===== src/rtl/shift3_ctrl.sv =====
`default_nettype none
// ============================================================================
//  Module      : shift3_ctrl
//  Description : Handshake controller and 3-stage 4-bit delay-line chain with
//                IDLE/RUN/FLUSH sequencing, occupancy tracking and counters.
//  Revision    : 1.0  initial release
// ============================================================================
module shift3_ctrl (
    input  logic       CLK,
    input  logic       RST,
    input  logic       Enable,
    input  logic       Flush,
    input  logic       In_valid,
    output logic       In_ready,
    input  logic [3:0] Din,
    output logic       Out_valid,
    input  logic       Out_ready,
    output logic [3:0] Dout,
    output logic       Ce,
    output logic [2:0] Vld,
    output logic [1:0] Level,
    output logic       Busy,
    output logic       Done,
    output logic [7:0] Acc_cnt,
    output logic [7:0] Emit_cnt
);

    localparam logic [1:0] C_ST_IDLE  = 2'd0;
    localparam logic [1:0] C_ST_RUN   = 2'd1;
    localparam logic [1:0] C_ST_FLUSH = 2'd2;

    logic [1:0] state_q, state_d;
    logic [2:0] vld_q, vld_d;
    logic [1:0] level_q, level_d;
    logic [7:0] acc_q, emit_q;
    logic       done_q, done_d;
    logic [3:0] s1_q, s2_q, s3_q;

    logic       w_stall;
    logic       w_accept;
    logic       w_consume;

    // ------------------------------------------------------------------ FSM
    always_ff @(posedge CLK) begin
        if (RST) begin
            state_q <= C_ST_IDLE;
        end else begin
            state_q <= state_d;
        end
    end

    always_comb begin
        state_d = state_q;
        case (state_q)
            C_ST_IDLE: begin
                if (Enable) state_d = C_ST_RUN;
            end
            C_ST_RUN: begin
                // Flush outranks a dropped Enable
                if (Flush)        state_d = C_ST_FLUSH;
                else if (!Enable) state_d = C_ST_IDLE;
            end
            C_ST_FLUSH: begin
                if (vld_q == 3'b000) state_d = Enable ? C_ST_RUN : C_ST_IDLE;
            end
            default: state_d = C_ST_IDLE;
        endcase
    end

    // Handshake outputs are forced low while reset is asserted
    always_comb begin
        w_stall   = vld_q[2] & ~Out_ready;
        In_ready  = ~RST & (state_q == C_ST_RUN) & ~w_stall;
        w_accept  = In_valid & In_ready;
        Ce        = ~RST & (w_accept |
                    ((state_q == C_ST_FLUSH) & (vld_q[1] | vld_q[0]) & ~w_stall));
        Out_valid = ~RST & vld_q[2];
        w_consume = Out_valid & Out_ready;
        Busy      = (state_q == C_ST_FLUSH);
    end

    // ------------------------------------------------------------- datapath
    always_comb begin
        vld_d = vld_q;
        if (Ce) begin
            // accept is 0 in FLUSH, so a bubble enters stage 1 there
            vld_d = {vld_q[1:0], w_accept};
        end else if (w_consume) begin
            vld_d = {1'b0, vld_q[1:0]};
        end
        level_d = {1'b0, vld_d[0]} + {1'b0, vld_d[1]} + {1'b0, vld_d[2]};
        done_d  = (state_q == C_ST_FLUSH) && (state_d != C_ST_FLUSH);
    end

    always_ff @(posedge CLK) begin
        if (RST) begin
            vld_q   <= 3'b000;
            level_q <= 2'd0;
            acc_q   <= 8'd0;
            emit_q  <= 8'd0;
            done_q  <= 1'b0;
            s1_q    <= 4'd0;
            s2_q    <= 4'd0;
            s3_q    <= 4'd0;
        end else begin
            vld_q   <= vld_d;
            level_q <= level_d;
            done_q  <= done_d;
            if (w_accept)  acc_q  <= acc_q + 8'd1;
            if (w_consume) emit_q <= emit_q + 8'd1;
            if (Ce) begin
                s1_q <= Din;
                s2_q <= s1_q;
                s3_q <= s2_q;
            end
        end
    end

    assign Vld      = vld_q;
    assign Level    = level_q;
    assign Done     = done_q;
    assign Acc_cnt  = acc_q;
    assign Emit_cnt = emit_q;
    assign Dout     = s3_q;

endmodule
`default_nettype wire

===== config.mk =====
export PLATFORM = sky130hd
export DESIGN_NAME = shift3_ctrl
export DESIGN_NICKNAME = d
export VERILOG_FILES = /design/src/rtl/shift3_ctrl.sv
export SDC_FILE = /design/constraint.sdc
export NUM_CORES = 1
export LEC_CHECK = 0
export CORE_MARGIN = 2
export CORE_UTILIZATION = 40
export DETAILED_ROUTE_END_ITERATION = 8
export PLACE_DENSITY = 0.75
export SYNTH_ARGS = -nofsm -noshare
export SYNTH_HDL_FRONTEND = slang
export SYNTH_SLANG_ARGS = --single-unit

===== constraint.sdc =====
create_clock -name CLK -period 2.7 [get_ports CLK]
set_input_delay 0.81 -clock CLK [delete_from_list [all_inputs] [get_ports CLK]]
set_output_delay 0.81 -clock CLK [all_outputs]
set_load 0.02 [all_outputs]

==> results.md <==
* Number of endpoints with negative hold slack in the final report at 0
* H-Tree Level Count at 2
* Final critical-path setup slack at 0.0716 ns
* Pre-CTS worst setup slack at -0.579 ns
* Clock transition at the registers of the reported paths at 0.06 ns
* Via count at 1389
* Top-area cell type share of the netlist area at 0.465
* Ratio of cells with drive above 1 in the final layout at 0.123
* Power density normalized to cell area at 455 nW/um^2
* Die width at 66.3 um
* Antenna violations before repair at 0
* Worst hold path class: flop to flop
* Max-capacitance violation count at 0
* Maximum fanout along the worst path at 6
* Starting density of the core at 0.420
* Critical setup path kind: input port to output port
* Relative slew slack at 0.811
* Post-DP HPWL at 2320 um
* Final routed DRC violation total at 0
* Clock Tree Root: sky130_fd_sc_hd__clkbuf_8
* Endpoint kind of the worst setup timing path: output port
* Number of hold-repair buffers added at the cts stage at 0
* Count of yosys warnings during synthesis at 0
* Fraction of the cycle the final worst path needs at 0.973
* Relative contribution of the clock network to total power at 0.387
* Post-place instance area at 2060 sq um
* Setup repair after global routing missed its margin: no
* Number of top-level design ports at 40
* Number of storage elements in the synthesis netlist at 36
* Net Count, Synth at 191
* Register-to-register setup slack at 0.71 ns
* Maximum number of pins on one net before global-route repair at 22
* Number of global-route vias before repair at 1232
* Via count normalized by instance count at 5.03
* Routed wire length at 3330 um
* Antenna diode instance count at 0
* Cell row count at 22
* Syn Inst Count at 178
* Core Area at 3690 sq um
* Proportion of synthesized chip area in sequential cells at 0.465
* Internal power summed over all cells at 777 uW
* Avg WL per Cell at 12.0 um
* Synth Cell Area at 1550 sq um
* Top cells by area in the synthesized netlist: sky130_fd_sc_hd__dfxtp_1 46%, sky130_fd_sc_hd__a21oi_1 5.5%, sky130_fd_sc_hd__o21ai_0 4.8%
* Die Footprint at 4390 sq um
* Count of unique library cells instantiated by Yosys at 35
* Number of sinks on the clock net at 36
* Clock period minus worst slack at 2.63 ns
* Mean area per synthesized cell at 8.71 sq um
* CTS tree: done
* Worst path required time at 1.89 ns
* Final nets at 240
* Final std cells w/o fill at 276
* Wire length of the first global-routing pass at 5550 um
* Slew at the pin closest to its max-slew limit at 0.275 ns
* Static Leak at 0.794 nW
* Gr ovfl total at 0
* Final Max Tran Viols at 0
* Clock skew after layout at 0.00219 ns
* Net switching share of the total power at 0.215
* Maximum frequency from static timing analysis at 0.380 GHz
* Floorplan die height at 66.3 um
* Number of iterations in the first detailed-routing pass at 4
* Post-synth top area cell: sky130_fd_sc_hd__dfxtp_1
* Sw power at 213 uW
* Final setup vio count at 0
* Total global-route track usage at 0.164
* Util after Layout at 0.589
* Comb power frac at 0.066
* Maximum clock path buffer count at 2
* CP startpoint kind: input port
* Cell Count Post-Placement at 266
* Clock network latency to the later pin of the worst-skew pair at 0.28 ns
* Critical path data arrival time at 1.82 ns
* Sequential power share at 0.546
* ANT nets after route at 0
* I/O Buffers at 39
* Synthesis-to-finish area growth at 40.2%
* First DRT Iteration DRCs at 99
* Final cell area excluding filler cells at 2170 sq um
* Number of clock buffers inserted by TritonCTS at 5
* Outcome: finished clean
* Worst hold margin at 0.457 ns
* Final estimated routing congestion in global placement at 0.721
* Worst ir drop on vdd at 0.304 mV
power groups by stage:
stage               registers [mW]  clock network (mW)  logic (mW)
finish                       0.541               0.383      0.0655
global route                 0.542               0.417      0.0716
CTS                          0.541               0.397      0.0661
detailed placement           0.553                   0      0.0659
global placement             0.553                   0      0.0653
floorplan                    0.555                   0      0.0290
layout by cell type (no fill, tap or decap), types with 4 or more instances in the layout:
master / Yosys / routed
sky130_fd_sc_hd__dfxtp_1: 36 / 36
sky130_fd_sc_hd__nand4_1: 5 / 5
sky130_fd_sc_hd__mux2i_1: 4 / 4
sky130_fd_sc_hd__nor2_1: 18 / 18
sky130_fd_sc_hd__buf_4: 0 / 16
sky130_fd_sc_hd__o21ai_0: 15 / 15
sky130_fd_sc_hd__xor2_1: 6 / 6
sky130_fd_sc_hd__nand3_1: 11 / 11
sky130_fd_sc_hd__nand2_1: 8 / 8
sky130_fd_sc_hd__inv_1: 6 / 6
sky130_fd_sc_hd__nand2b_1: 4 / 4
sky130_fd_sc_hd__clkbuf_8: 0 / 6
sky130_fd_sc_hd__clkdlybuf4s50_1: 0 / 33
sky130_fd_sc_hd__a21oi_1: 17 / 17
sky130_fd_sc_hd__or3_1: 4 / 4
cells in the mapped netlist:
| master | instances |
|---|---|
| sky130_fd_sc_hd__nor2_1 | 18 |
| sky130_fd_sc_hd__buf_2 | 1 |
| sky130_fd_sc_hd__a21oi_1 | 17 |
| sky130_fd_sc_hd__nor3_1 | 2 |
| sky130_fd_sc_hd__and3_1 | 1 |
| sky130_fd_sc_hd__a22oi_1 | 1 |
| sky130_fd_sc_hd__nor4b_1 | 1 |
| sky130_fd_sc_hd__buf_1 | 2 |
| sky130_fd_sc_hd__a211oi_1 | 1 |
| sky130_fd_sc_hd__inv_1 | 6 |
| sky130_fd_sc_hd__nor4_1 | 2 |
| sky130_fd_sc_hd__nor2b_1 | 1 |
| sky130_fd_sc_hd__or4_1 | 3 |
| sky130_fd_sc_hd__mux2i_1 | 4 |
| sky130_fd_sc_hd__nor3b_1 | 1 |
| sky130_fd_sc_hd__nand4_1 | 5 |
| sky130_fd_sc_hd__fa_1 | 1 |
| sky130_fd_sc_hd__nand3_1 | 11 |
| sky130_fd_sc_hd__o41ai_1 | 3 |
| sky130_fd_sc_hd__buf_6 | 1 |
| sky130_fd_sc_hd__nand3b_1 | 3 |
| sky130_fd_sc_hd__nand2b_1 | 4 |
| sky130_fd_sc_hd__dfxtp_1 | 36 |
| sky130_fd_sc_hd__xnor2_1 | 3 |
| sky130_fd_sc_hd__and2_1 | 1 |
| sky130_fd_sc_hd__ha_1 | 2 |
| sky130_fd_sc_hd__o21ai_0 | 15 |
| sky130_fd_sc_hd__xor2_1 | 6 |
| sky130_fd_sc_hd__and4_1 | 2 |
| sky130_fd_sc_hd__or3_1 | 4 |
| sky130_fd_sc_hd__nor2b_4 | 1 |
| sky130_fd_sc_hd__o31ai_1 | 2 |
| sky130_fd_sc_hd__clkbuf_2 | 1 |
| sky130_fd_sc_hd__nand2_1 | 8 |
| sky130_fd_sc_hd__clkbuf_1 | 8 |
layout make-up:
cell class	count	area, sq um
multi-input combinational	123	774
clock buffer	8	90.1
sequential	36	721
fill	350	1520
inverter	6	22.5
timing repair buffer	55	505
tap	48	60.1
cells by family after synthesis:
family          count (synthesis)  synth area share
mux                             4            0.0258
xor+xnor                        9            0.0509
buf+inv                        19            0.0525
flops                          36             0.465
compound gates                 39             0.140
fa+ha+maj                       3            0.0291
simple gates                   68             0.237
path summary, 6_finish.rpt:
check	start	to	cells after the start
hold / removal	s1_q[1]$_SDFFE_PP0P_	s1_q[1]$_SDFFE_PP0P_	2
hold reg to reg	s1_q[1]$_SDFFE_PP0P_	s1_q[1]$_SDFFE_PP0P_	2
setup / recovery	RST	Out_valid	4
setup reg to reg	state_q[1]$_SDFF_PP0_	Level[0]$_SDFF_PP0_	8
routing by layer:
metal | vias to the layer above | track usage | wire [um]
li1 | 729 | - | -
met1 | 623 | 0.214 | 1600
met2 | 32 | 0.254 | 1500
met3 | 5 | 0.0528 | 188
met4 | 0 | 0.0536 | 40
met5 | - | 0 | 0
sequential cells by signal, summed over array words and instances (netlist names):
name      flops
Vld           3
Acc_cnt       8
state_q       2
Emit_cnt      8
s1_q          4
Done          1
Dout          4
s2_q          4
Level         2
worst max-delay path, cell delays in order:
cell and delay [ns]:
sky130_fd_sc_hd__dlygate4sd2_1 0.30, sky130_fd_sc_hd__buf_4 0.18, sky130_fd_sc_hd__nor2b_1 0.17, sky130_fd_sc_hd__dlygate4sd2_1 0.35
per-stage QoR:
step | setup TNS (ns) | power, mW
after floorplan | 0 | 0.584
after global placement | -2.45 | 0.618
after detailed placement | -2.84 | 0.619
after CTS | 0 | 1.00
after global routing | 0 | 1.03
final | 0 | 0.990
what timing repair did:
| action | CTS | global route |
|---|---|---|
| resized for setup | 13 | 3 |
| setup endpoints to repair | 4 | 2 |
| pin swaps | 1 | 2 |
| buffers inserted | 1 | 1 |
Note: power is estimated with default switching activity, not from simulation.
